[src/rtl/watch_key_sequencer.sv]
`default_nettype none
// +----------------------------------------------------------------------------+
// | watch_key_sequencer                                                        |
// | Push-button front end: synchronise, debounce, press pulses, mode register, |
// | per-mode routing and optional auto-repeat (macro WATCH_AUTO_REPEAT_EN).    |
// | Revision: 1.0                                                              |
// +----------------------------------------------------------------------------+
module watch_key_sequencer #(
  parameter int DEBOUNCE_CYCLES = 500000,
  parameter int HOLD_CYCLES     = 25000000,
  parameter int REPEAT_CYCLES   = 5000000,
  parameter int CNT_W           = 26
) (
  input  logic       clk,
  input  logic       reset_n,
  input  logic [3:0] key_n,
  output logic [1:0] mode,
  output logic [3:0] key0_out,
  output logic [3:0] key1_out,
  output logic [3:0] key2_out,
  output logic [3:0] key_held
);

  typedef enum logic [1:0] {
    CLOCK     = 2'd1,
    STOPWATCH = 2'd2,
    TIMER     = 2'd3
  } mode_t;

  localparam logic [CNT_W-1:0] DB_LAST = CNT_W'(DEBOUNCE_CYCLES - 1);

  // Elaboration-time guard: every terminal count must fit the counters.
  generate
    if ((DEBOUNCE_CYCLES < 1) || (HOLD_CYCLES < 1) || (REPEAT_CYCLES < 1) ||
        (DEBOUNCE_CYCLES > (1 << CNT_W)) || (HOLD_CYCLES > (1 << CNT_W)) ||
        (REPEAT_CYCLES > (1 << CNT_W))) begin : g_bad_cfg
      $error("watch_key_sequencer: counts must be >= 1 and fit in CNT_W bits");
    end
  endgenerate

  logic [3:0]       sync1;
  logic [3:0]       sync2;
  logic [3:0]       deb;
  logic [3:0]       deb_prev;
  logic [3:0]       press_evt;
  logic [CNT_W-1:0] db_cnt [4];
  logic [2:0]       route_evt;
  logic             mode_chg;
  mode_t            state;

  assign mode_chg = press_evt[3];
  assign mode     = state;
  assign key_held = deb;

  // Synchroniser, debounce and press-edge detection for all four keys.
  always_ff @(posedge clk) begin
    if (!reset_n) begin
      sync1     <= 4'hF;
      sync2     <= 4'hF;
      deb       <= 4'h0;
      deb_prev  <= 4'h0;
      press_evt <= 4'h0;
      for (int k = 0; k < 4; k++) begin
        db_cnt[k] <= '0;
      end
    end else begin
      sync1     <= key_n;
      sync2     <= sync1;
      deb_prev  <= deb;
      press_evt <= deb & ~deb_prev;
      for (int k = 0; k < 4; k++) begin
        if (~sync2[k] != deb[k]) begin
          if (db_cnt[k] == DB_LAST) begin
            deb[k]    <= ~sync2[k];
            db_cnt[k] <= '0;
          end else begin
            db_cnt[k] <= db_cnt[k] + CNT_W'(1);
          end
        end else begin
          db_cnt[k] <= '0;
        end
      end
    end
  end

`ifdef WATCH_AUTO_REPEAT_EN
  localparam logic [CNT_W-1:0] HOLD_LAST = CNT_W'(HOLD_CYCLES - 1);
  localparam logic [CNT_W-1:0] RPT_LAST  = CNT_W'(REPEAT_CYCLES - 1);

  logic [1:0]       rpt_active;
  logic [1:0]       rpt_first;
  logic [1:0]       rpt_evt;
  logic [CNT_W-1:0] rpt_cnt [2];

  // Counters start on the same edge the press pulse is raised, so after
  // edge e0+k the count equals k and the first repeat lands at e0+HOLD.
  // A mode change kills running repeats; only a fresh press restarts them.
  always_ff @(posedge clk) begin
    if (!reset_n) begin
      rpt_active <= 2'b00;
      rpt_first  <= 2'b00;
      rpt_evt    <= 2'b00;
      for (int k = 0; k < 2; k++) begin
        rpt_cnt[k] <= '0;
      end
    end else begin
      for (int k = 0; k < 2; k++) begin
        rpt_evt[k] <= 1'b0;
        if (deb[k] && !deb_prev[k]) begin
          rpt_active[k] <= 1'b1;
          rpt_first[k]  <= 1'b1;
          rpt_cnt[k]    <= '0;
        end else if (!deb[k] || mode_chg) begin
          rpt_active[k] <= 1'b0;
          rpt_cnt[k]    <= '0;
        end else if (rpt_active[k]) begin
          if ((rpt_first[k] && (rpt_cnt[k] == HOLD_LAST)) ||
              (!rpt_first[k] && (rpt_cnt[k] == RPT_LAST))) begin
            rpt_evt[k]   <= 1'b1;
            rpt_first[k] <= 1'b0;
            rpt_cnt[k]   <= '0;
          end else begin
            rpt_cnt[k] <= rpt_cnt[k] + CNT_W'(1);
          end
        end
      end
    end
  end

  assign route_evt = press_evt[2:0] | {1'b0, rpt_evt};
`else
  assign route_evt = press_evt[2:0];
`endif

  // Mode FSM with registered routing; events in the key3 cycle use the old mode.
  always_ff @(posedge clk) begin
    if (!reset_n) begin
      state    <= CLOCK;
      key0_out <= 4'h0;
      key1_out <= 4'h0;
      key2_out <= 4'h0;
    end else begin
      key0_out <= route_evt[0] ? (4'b0001 << state) : 4'h0;
      key1_out <= route_evt[1] ? (4'b0001 << state) : 4'h0;
      key2_out <= route_evt[2] ? (4'b0001 << state) : 4'h0;
      if (mode_chg) begin
        case (state)
          CLOCK:     state <= STOPWATCH;
          STOPWATCH: state <= TIMER;
          default:   state <= CLOCK;
        endcase
      end
    end
  end

endmodule
`default_nettype wire
[config.mk]
export PLATFORM = sky130hd
export DESIGN_NAME = watch_key_sequencer
export DESIGN_NICKNAME = d
export VERILOG_FILES = /design/src/rtl/watch_key_sequencer.sv
export SDC_FILE = /design/constraint.sdc
export NUM_CORES = 1
export LEC_CHECK = 0
export ABC_AREA = 0
export CAP_MARGIN = 20
export CORE_MARGIN = 5
export CORE_UTILIZATION = 55
export DETAILED_ROUTE_END_ITERATION = 8
export PLACE_DENSITY = 0.79
export RECOVER_POWER = 25
export SLEW_MARGIN = 0
export SYNTH_ARGS = -nofsm -noshare
export SYNTH_HDL_FRONTEND = slang
export SYNTH_SLANG_ARGS = --single-unit
[constraint.sdc]
create_clock -name clk -period 4.28 [get_ports clk]
set_clock_uncertainty 0.15 [all_clocks]
set_input_delay 1.284 -clock clk [delete_from_list [all_inputs] [get_ports clk]]
set_output_delay 1.284 -clock clk [all_outputs]
set_load 0.01 [all_outputs]
# Yosys cells after proc, flatten, opt, wreduce, memory -nomap -nowiden

Memory sizes are Yosys's and may differ from the RTL's.
Index checks and enable logic that the tools add are counted.

Add/subtract/negate cells: 4
Equality and inequality tests: 10
Shifts and indexed selects: 1
Muxes and demuxes: 58
Bitwise gates (word level): 18
Reduce and logical (&&, ||, !) cells: 7

Operators by type and width:

| kind                  | count |
|---|---|
| $mux 26               | 12 |
| $add 26x1->26 const B | 4 |
| $eq 26x19->1 const B  | 4 |
| $mux 1                | 45 |
| $reduce_and 2->1      | 7 |
| $or 1x1->1            | 12 |
| $and 4x4->4           | 1 |
| $ne 1x1->1            | 4 |
| $not 1->1             | 4 |
| $not 4->4             | 1 |
| $pmux 2 s2            | 1 |
| $shl 1x2->4 const A   | 1 |
| $eq 2x1->1 const B    | 1 |
| $eq 2x2->1 const B    | 1 |

Bits in registers: 34
Memory bits (writable): 104
Bits of input ports: 6
Output and inout port bits: 18
Word-level logic and storage cells: 111
Memories kept: 1

Memories:

| name   | depth | width | rd ports | clocked after Yosys merged registers in | write ports | line | source |
|---|---|---|---|---|---|---|---|
| db_cnt | 4     | 26    | 4        | 0                                       | 4           | 46   | `logic [CNT_W-1:0] db_cnt [4];` |

# Longest topological paths before layout

Word-level depth: 8
Mapped depth: 7
Gate-level depth less buffers: 5

# Worst setup path after synthesis

No wires, ideal clock.

Path kind: input-to-reg
Start point: input port reset_n
End point: memory db_cnt[2][10] (data pin)
Setup time: 0.266 ns
Arrival time: 2.071 ns
Required time: 3.864 ns
Setup slack: 1.793 ns
Stages on the path: 4
Path buffers: 2
Path through: clkbuf_1 o211ai_1 clkbuf_1 nor2_1

RTL lines:

| element     | line | source |
|---|---|---|
| from (decl) | 15   | `input logic reset_n,` |
| to (decl)   | 46   |  |

==> summary.md <==
| Metric | Value |
|---|---|
| Status | `completed` |
| Worst skew pair latency | `0.42 ns` |
| Most frequent cells in the layout | `edfxtp_1 (104), conb_1 (104), nor2_1 (72), a21oi_1 (44), nand2_1 (43)` |
| Pwr dens | `362 nW/um^2` |
| Min cycle time layout | `3.26 ns` |
| Total CTS buffers | `17` |
| Psw | `0.662 mW` |
| RSZ-0062 raised after global routing | `false` |
| Max_slew headroom | `0.232` |
| Post CTS Setup Buffer Count | `0` |
| WP buf/inv | `3` |
| Sequential fraction of the synthesis area | `0.555` |
| Post-synthesis register bit count | `138` |
| Layout area overhead | `18.9%` |
| Synth Instances | `651` |
| Setup_tns | `0 ns` |
| WS Path Type | `in -> reg` |
| Critical Path AT | `3.38 ns` |
| Cts repair resizes | `0` |
| Max-Cap Viols | `0` |
| Hold buffers post-CTS | `0` |
| Max VDD drop | `0.279 mV` |
| Wire length per cell | `13.8 um` |
| Die Span Y | `122 um` |
| Layout cell share with drive strength beyond 1 | `0.0441` |
| Synth top area cells | `edfxtp_1 (46%), dfxtp_1 (9.9%), xnor2_1 (4.2%)` |
| Critical Path Max Stage Delay | `0.73 ns` |
| Layout Nets | `795` |
| Internal Power | `2.29 mW` |
| Total gr overflow | `0` |
| HPWL Detailed | `9100 um` |
| Final weighted congestion in routability-driven placement | `0.839` |
| Final Hold Vio Count | `0` |
| Largest net degree at the start of global routing | `27` |
| PortBufs | `23` |
| Critical path's slowest cell | `dlygate4sd3_1` |
| CTS clock-pin slew for the worst setup and hold paths | `0.06 ns` |
| Synth Warn # | `0` |
| First-pass GRT wire length | `22200 um` |
| TritonCTS clock tree | `yes` |
| Yosys top cell by area | `edfxtp_1` |
| Flop pwr share | `0.522` |
| Ports | `24` |
| CP startpoint kind | `input pin` |
| Fin util | `0.674` |
| Fmax | `307 MHz` |
| CTS root buf | `clkbuf_16` |
| Combinational fraction of design power | `0.033` |
| Sw Share | `0.224` |
| Clock sinks | `138` |
| Synth top area share | `0.455` |
| HP Class | `reg -> reg` |
| Top FF cell, synth | `edfxtp_1` |
| Antenna Nets Post-Route | `0` |
| Row count | `40` |
| Total number of vias | `5243` |
| DRC viols | `0` |
| Routed vias/inst | `5.46` |
| Antenna cells | `0` |
| Post-synth EDFFs | `104` |
| Initial antenna violation count | `0` |
| Final setup violation count | `0` |
| Gr usage total | `0.187` |
| Overall routed net length | `13200 um` |
| Unique masters post-synth | `37` |
| CTS Buffer Depth | `2` |
| Critical path capture point type | `flop` |
| First-pass DRT Iterations | `5` |
| H-tree lvl count | `4` |
| Critical path peak fanout | `26` |
| Vias in the first global route | `4926` |
| Clock share of power | `0.446` |
| Cell area after synthesis | `6860 sq um` |
| Core Region | `12100 sq um` |
| Die area | `14800 sq um` |
| Sequence of cells on the critical path | `dlygate4sd3_1 > clkbuf_1 > o211ai_1 > buf_4 > nor2_1` |
| Fin crit share | `0.762` |
| Data required, critical path | `4.39 ns` |
| Drt initial violations | `471` |
| Largest delay share family, worst path | `buffers and inverters` |
| Worst slew pin tran | `1.15 ns` |
| Slew Viols, Final | `0` |
| Syn Area/Cell | `10.5 sq um` |
| Ys async rst share | `0` |
| Initial Util | `0.566` |
| Chip width | `122 um` |
| Static Leak | `2.87 nW` |
## synth_stat cells, types with 24 or more instances
cell type	count
nand2_1	43
nor2_1	72
dfxtp_1	34
edfxtp_1	104
o21ai_0	26
a21oi_1	44
xor2_1	25
nand3_1	28
xnor2_1	33
or3_1	27
nand4_1	24
## per-stage QoR
step	cells	hold slack [ns]	setup WS (ns)	total power, mW	cell area (sq um)
6_report	961	0.229	1.02	2.95	8160
5_1_grt	961	0.235	0.813	3.05	8160
4_1_cts	961	0.228	1.40	2.96	8170
3_5_place_dp	929	0.223	0.989	1.66	7640
3_3_place_gp	929	0.222	1.13	1.65	7640
2_1_floorplan	754	0.217	1.79	1.62	7250
## cells by family after synthesis
group	after synthesis	share of synthesized area
compound gates	94	0.0775
xor+xnor	58	0.0741
fa+ha+maj	9	0.0164
buf+inv	38	0.0215
flops	138	0.555
mux	2	0.00292
other cells	1	0.000547
simple gates	311	0.252
## state kept, by name (all words and copies together), names as in the netlist
signal / cells
deb_prev: 4
sync2: 4
key2_out: 4
mode: 2
db_cnt: 104
key0_out: 4
sync1: 4
key_held: 4
press_evt: 4
key1_out: 4
## path summary, 6_finish.rpt
check	from	to	slack, ns	cells past startpoint
min reg2reg	deb_prev[2]$_SDFF_PN0_	press_evt[2]$_SDFF_PN0_	0.23	1
max reg2reg	db_cnt[2][0]$_SDFFCE_PP0P_	db_cnt[2][6]$_SDFFCE_PP0P_	1.42	6
max	reset_n	db_cnt[1][8]$_SDFFCE_PP0P_	1.02	5
min	deb_prev[2]$_SDFF_PN0_	press_evt[2]$_SDFF_PN0_	0.23	1
## worst register-to-register path, stage by stage (launching register included)
cell and delay, ns:
edfxtp_1 0.39, ha_1 0.23, and4_1 0.37, nand4_1 0.22, o211ai_1 0.22, clkbuf_1 0.87, nor2_1 0.13
## power by group through the flow
| stage | Combinational (mW) | Sequential [mW] | Clock, mW |
|---|---|---|---|
| after floorplan | 0.0745 | 1.55 | 0 |
| after global placement | 0.0895 | 1.56 | 0 |
| after detailed placement | 0.0929 | 1.57 | 0 |
| after CTS | 0.0938 | 1.54 | 1.33 |
| after global routing | 0.110 | 1.55 | 1.40 |
| final | 0.0963 | 1.54 | 1.31 |
## cell type report
| cell class | instances | area [sq um] |
|---|---|---|
| fill | 932 | 3950 |
| sequential | 138 | 3800 |
| multi-input combinational | 578 | 3290 |
| clock buffer | 20 | 457 |
| timing repair buffer | 27 | 253 |
| tap | 168 | 210 |
| clock inverter | 12 | 72.6 |
| inverter | 18 | 67.6 |
## layer usage
metal,GRT usage,vias up,part of all wire
met2,0.317,135,0.50
met3,0.0492,26,0.046
met4,0.0770,0,0.017
met1,0.227,2476,0.44
li1,-,2606,-
met5,0,-,0
Power figures use the tool's default switching activity.
==> variant, RTL diff (config.mk and constraints unchanged) <==
Register the input `key_n` before use, with the module's reset. The logic sees it one clock later.
--- a/src/rtl/watch_key_sequencer.sv
+++ b/src/rtl/watch_key_sequencer.sv
@@ -28,6 +28,16 @@
   } mode_t;
 
   localparam logic [CNT_W-1:0] DB_LAST = CNT_W'(DEBOUNCE_CYCLES - 1);
+
+  logic [3:0] key_n_q;
+
+  always_ff @(posedge clk) begin
+    if (!reset_n) begin
+      key_n_q <= '0;
+    end else begin
+      key_n_q <= key_n;
+    end
+  end
 
   // Elaboration-time guard: every terminal count must fit the counters.
   generate
@@ -64,7 +74,7 @@
         db_cnt[k] <= '0;
       end
     end else begin
-      sync1     <= key_n;
+      sync1     <= key_n_q;
       sync2     <= sync1;
       deb_prev  <= deb;
       press_evt <= deb & ~deb_prev;
Behaviour: no difference found for any inputs over 10 cycles, from zero or initial values and one cycle with reset_n low; that may be too few to reach the edited logic, so the function may still have changed.
==> variant against the unedited design <==
  * First-iteration DRC count decreased by 24%
  * Setup slack better by 0.32 ns
  * Sequential cell count rose by 4
  * Total power grew 6.1%
  * Worst hold slack improved by 0.0047 ns
  * Routed wire length rose by 2.0%
  * Cell area rose by 3.1%
  * Count of clock-buffer cells in the layout increased by 3
  * Area after synthesis is 2.9% higher
  * Critical path type is now reg -> reg
  * Critical endpoint is now db_cnt[2][3]$_SDFFCE_PP0P_
==> variant: results (changes against the unedited design) <==
Outcome
  • Status: complete, no violations

Clock network
  • Worst-skew pair later-pin latency: 0.42 ns (about the same)
  • CTS H-tree depth: 4 (unchanged)
  • Post-CTS sizing: 0 (unchanged)
  • Clock root buffer: clkbuf_16
  • Number of buffers created by CTS: 17 (unchanged)
  • Worst-path clk slew: 0.06 ns (about the same)
  • Clock Path Buffers: 2 (unchanged)
  • Post-CTS setup buffers: 0 (unchanged)

Yosys
  • Synth top cells by count: edfxtp_1, nor2_1, a21oi_1
  • Yosys warnings: 0 (unchanged)
  • Post-synth cell types: 43 (+16%)
  • Synth top area cells: edfxtp_1, dfxtp_1, xnor2_1
  • Cells after Synth: 679 (+4.3%)
  • Most used DFF post-synth: edfxtp_1
  • Register area share after synthesis: 55.0% (-0.45 points)
  • Ys async rst share: 0% (unchanged)
  • EDFF count, synth: 104 (unchanged)

Timing
  • Tmin final: 2.94 ns (-0.324 ns)
  • Worst slew pin tran: 1.04 ns (-0.114 ns)

Place
  • GP Congestion: 0.872 (+4.0%)
  • Dpl cells: 960 (+3.3%)
  • I/O Buffers: 23 (unchanged)
  • Dpl hpwl: 9.42 mm (+3.5%)

Detailed routing
  • Vias: 5,399 (+3.0%)
  • Routed WL: 13.5 mm (+2.0%)
  • 1st-iter DRT viols: 357 (-24%)
  • Routed WL per cell: 13.6 um (-1.2%)
  • DRC: 0 (unchanged)
  • DRT Pass-1 Iters: 5 (unchanged)

Critical path
  • CP arrival: 2.92 ns (-0.46 ns)
  • Crit-path max FO: 26 (unchanged)

Finish
  • Largest register by flop count: db_cnt
  • Inserted Diodes: 0 (unchanged)
  • Max reg flops: 104 (unchanged)
  • Final #Nets: 822 (+3.4%)
  • Fillers: 1,035 (+11%)
  • Ratio of cells with drive above 1 in the final layout: 5.00% (+0.59 points)

Global routing
  • Initial antenna violation count: 0 (unchanged)
  • GRT Total Usage: 19.1% (+0.43 points)
  • First-pass GRT wire length: 23.1 mm (+3.9%)
  • Largest net degree at the start of global routing: 36 (+33%)
  • Vias in the first global route: 5,189 (+5.3%)

Power
  • IR drop worst, VDD: 0.000275 V (-1.2%)
  • Leakage: 2.92 nW (+1.7%)

Worst hold path
  • Min-Delay Path Class: reg -> reg
[variant: cell count changes in the layout (fill, tap and decap cells not counted), moves of 7 or more]
cell | before | now
nand2_1 | 43 | 34
xnor2_1 | 33 | 41
nand4_1 | 24 | 32
inv_1 | 18 | 27
and4_1 | 16 | 5
nor3_1 | 9 | 16
xor2_1 | 25 | 13
[variant: layout make-up]
| cell class | count | area (sq um) | share of cell area (%) |
|---|---|---|---|
| Timing Repair Buffer | 27 | 260 | 3.09 |
| Inverter | 27 | 101 | 1.20 |
| Clock inverter | 9 | 48.8 | 0.580 |
| Tap cell | 172 | 215 | 2.56 |
| Multi-Input combinational cell | 592 | 3360 | 40.0 |
| Clock buffer | 23 | 542 | 6.44 |
| Sequential cell | 142 | 3880 | 46.2 |
[variant: metrics by stage]
stage	setup slack (ns)	cell area, sq um	hold slack, ns
after floorplan	1.75	7450	0.217
after global placement	1.14	7820	0.222
after detailed placement	1.02	7820	0.224
after CTS	1.32	8410	0.233
after global routing	1.17	8410	0.261
final	1.34	8410	0.234
[variant: cells by family (layout without fill, tap and decap cells)]
logic type	count (synthesis)	after routing	share of synthesized area (%)
AOI/OAI and AO/OA	104	104	8.61
muxes	2	2	0.284
and+or+nand+nor	319	319	24.9
adders and majority gates	9	9	1.59
DFF	142	142	55.0
xor gates and xnor gates	54	54	6.70
buffers and inverters	48	86	2.84
other	1	104	0.0531
[variant: final timing paths]
check | from | to | slack [ns] | cells past startpoint
max | db_cnt[2][11]$_SDFFCE_PP0P_ | db_cnt[2][3]$_SDFFCE_PP0P_ | 1.34 | 4
max reg2reg | db_cnt[2][11]$_SDFFCE_PP0P_ | db_cnt[2][3]$_SDFFCE_PP0P_ | 1.34 | 4
min reg2reg | deb_prev[3]$_SDFF_PN0_ | press_evt[3]$_SDFF_PN0_ | 0.23 | 1
min | deb_prev[3]$_SDFF_PN0_ | press_evt[3]$_SDFF_PN0_ | 0.23 | 1
[variant: layer usage]
layer / GRT usage (%) / part of all wire (%) / vias to the layer above
met5: 0 / 0 / -
met3: 5.12 / 3.7 / 20
met4: 7.06 / 1.8 / 0
met2: 32.7 / 51 / 100
met1: 23.3 / 44 / 2578
li1: - / - / 2701
[variant: worst max-delay path, cell delays in order (launching register included)]
cell      delay (ns)
edfxtp_1        0.45
or4_1           0.55
or4_4           0.53
o31ai_4         0.84
nor2_1          0.12
[variant: where the power goes]
group	internal (mW)	switching, mW	total [mW]
Combinational	0.0445	0.0664	0.111
Clock	0.885	0.547	1.43
Sequential	1.53	0.0582	1.59
Total	2.46	0.672	3.13
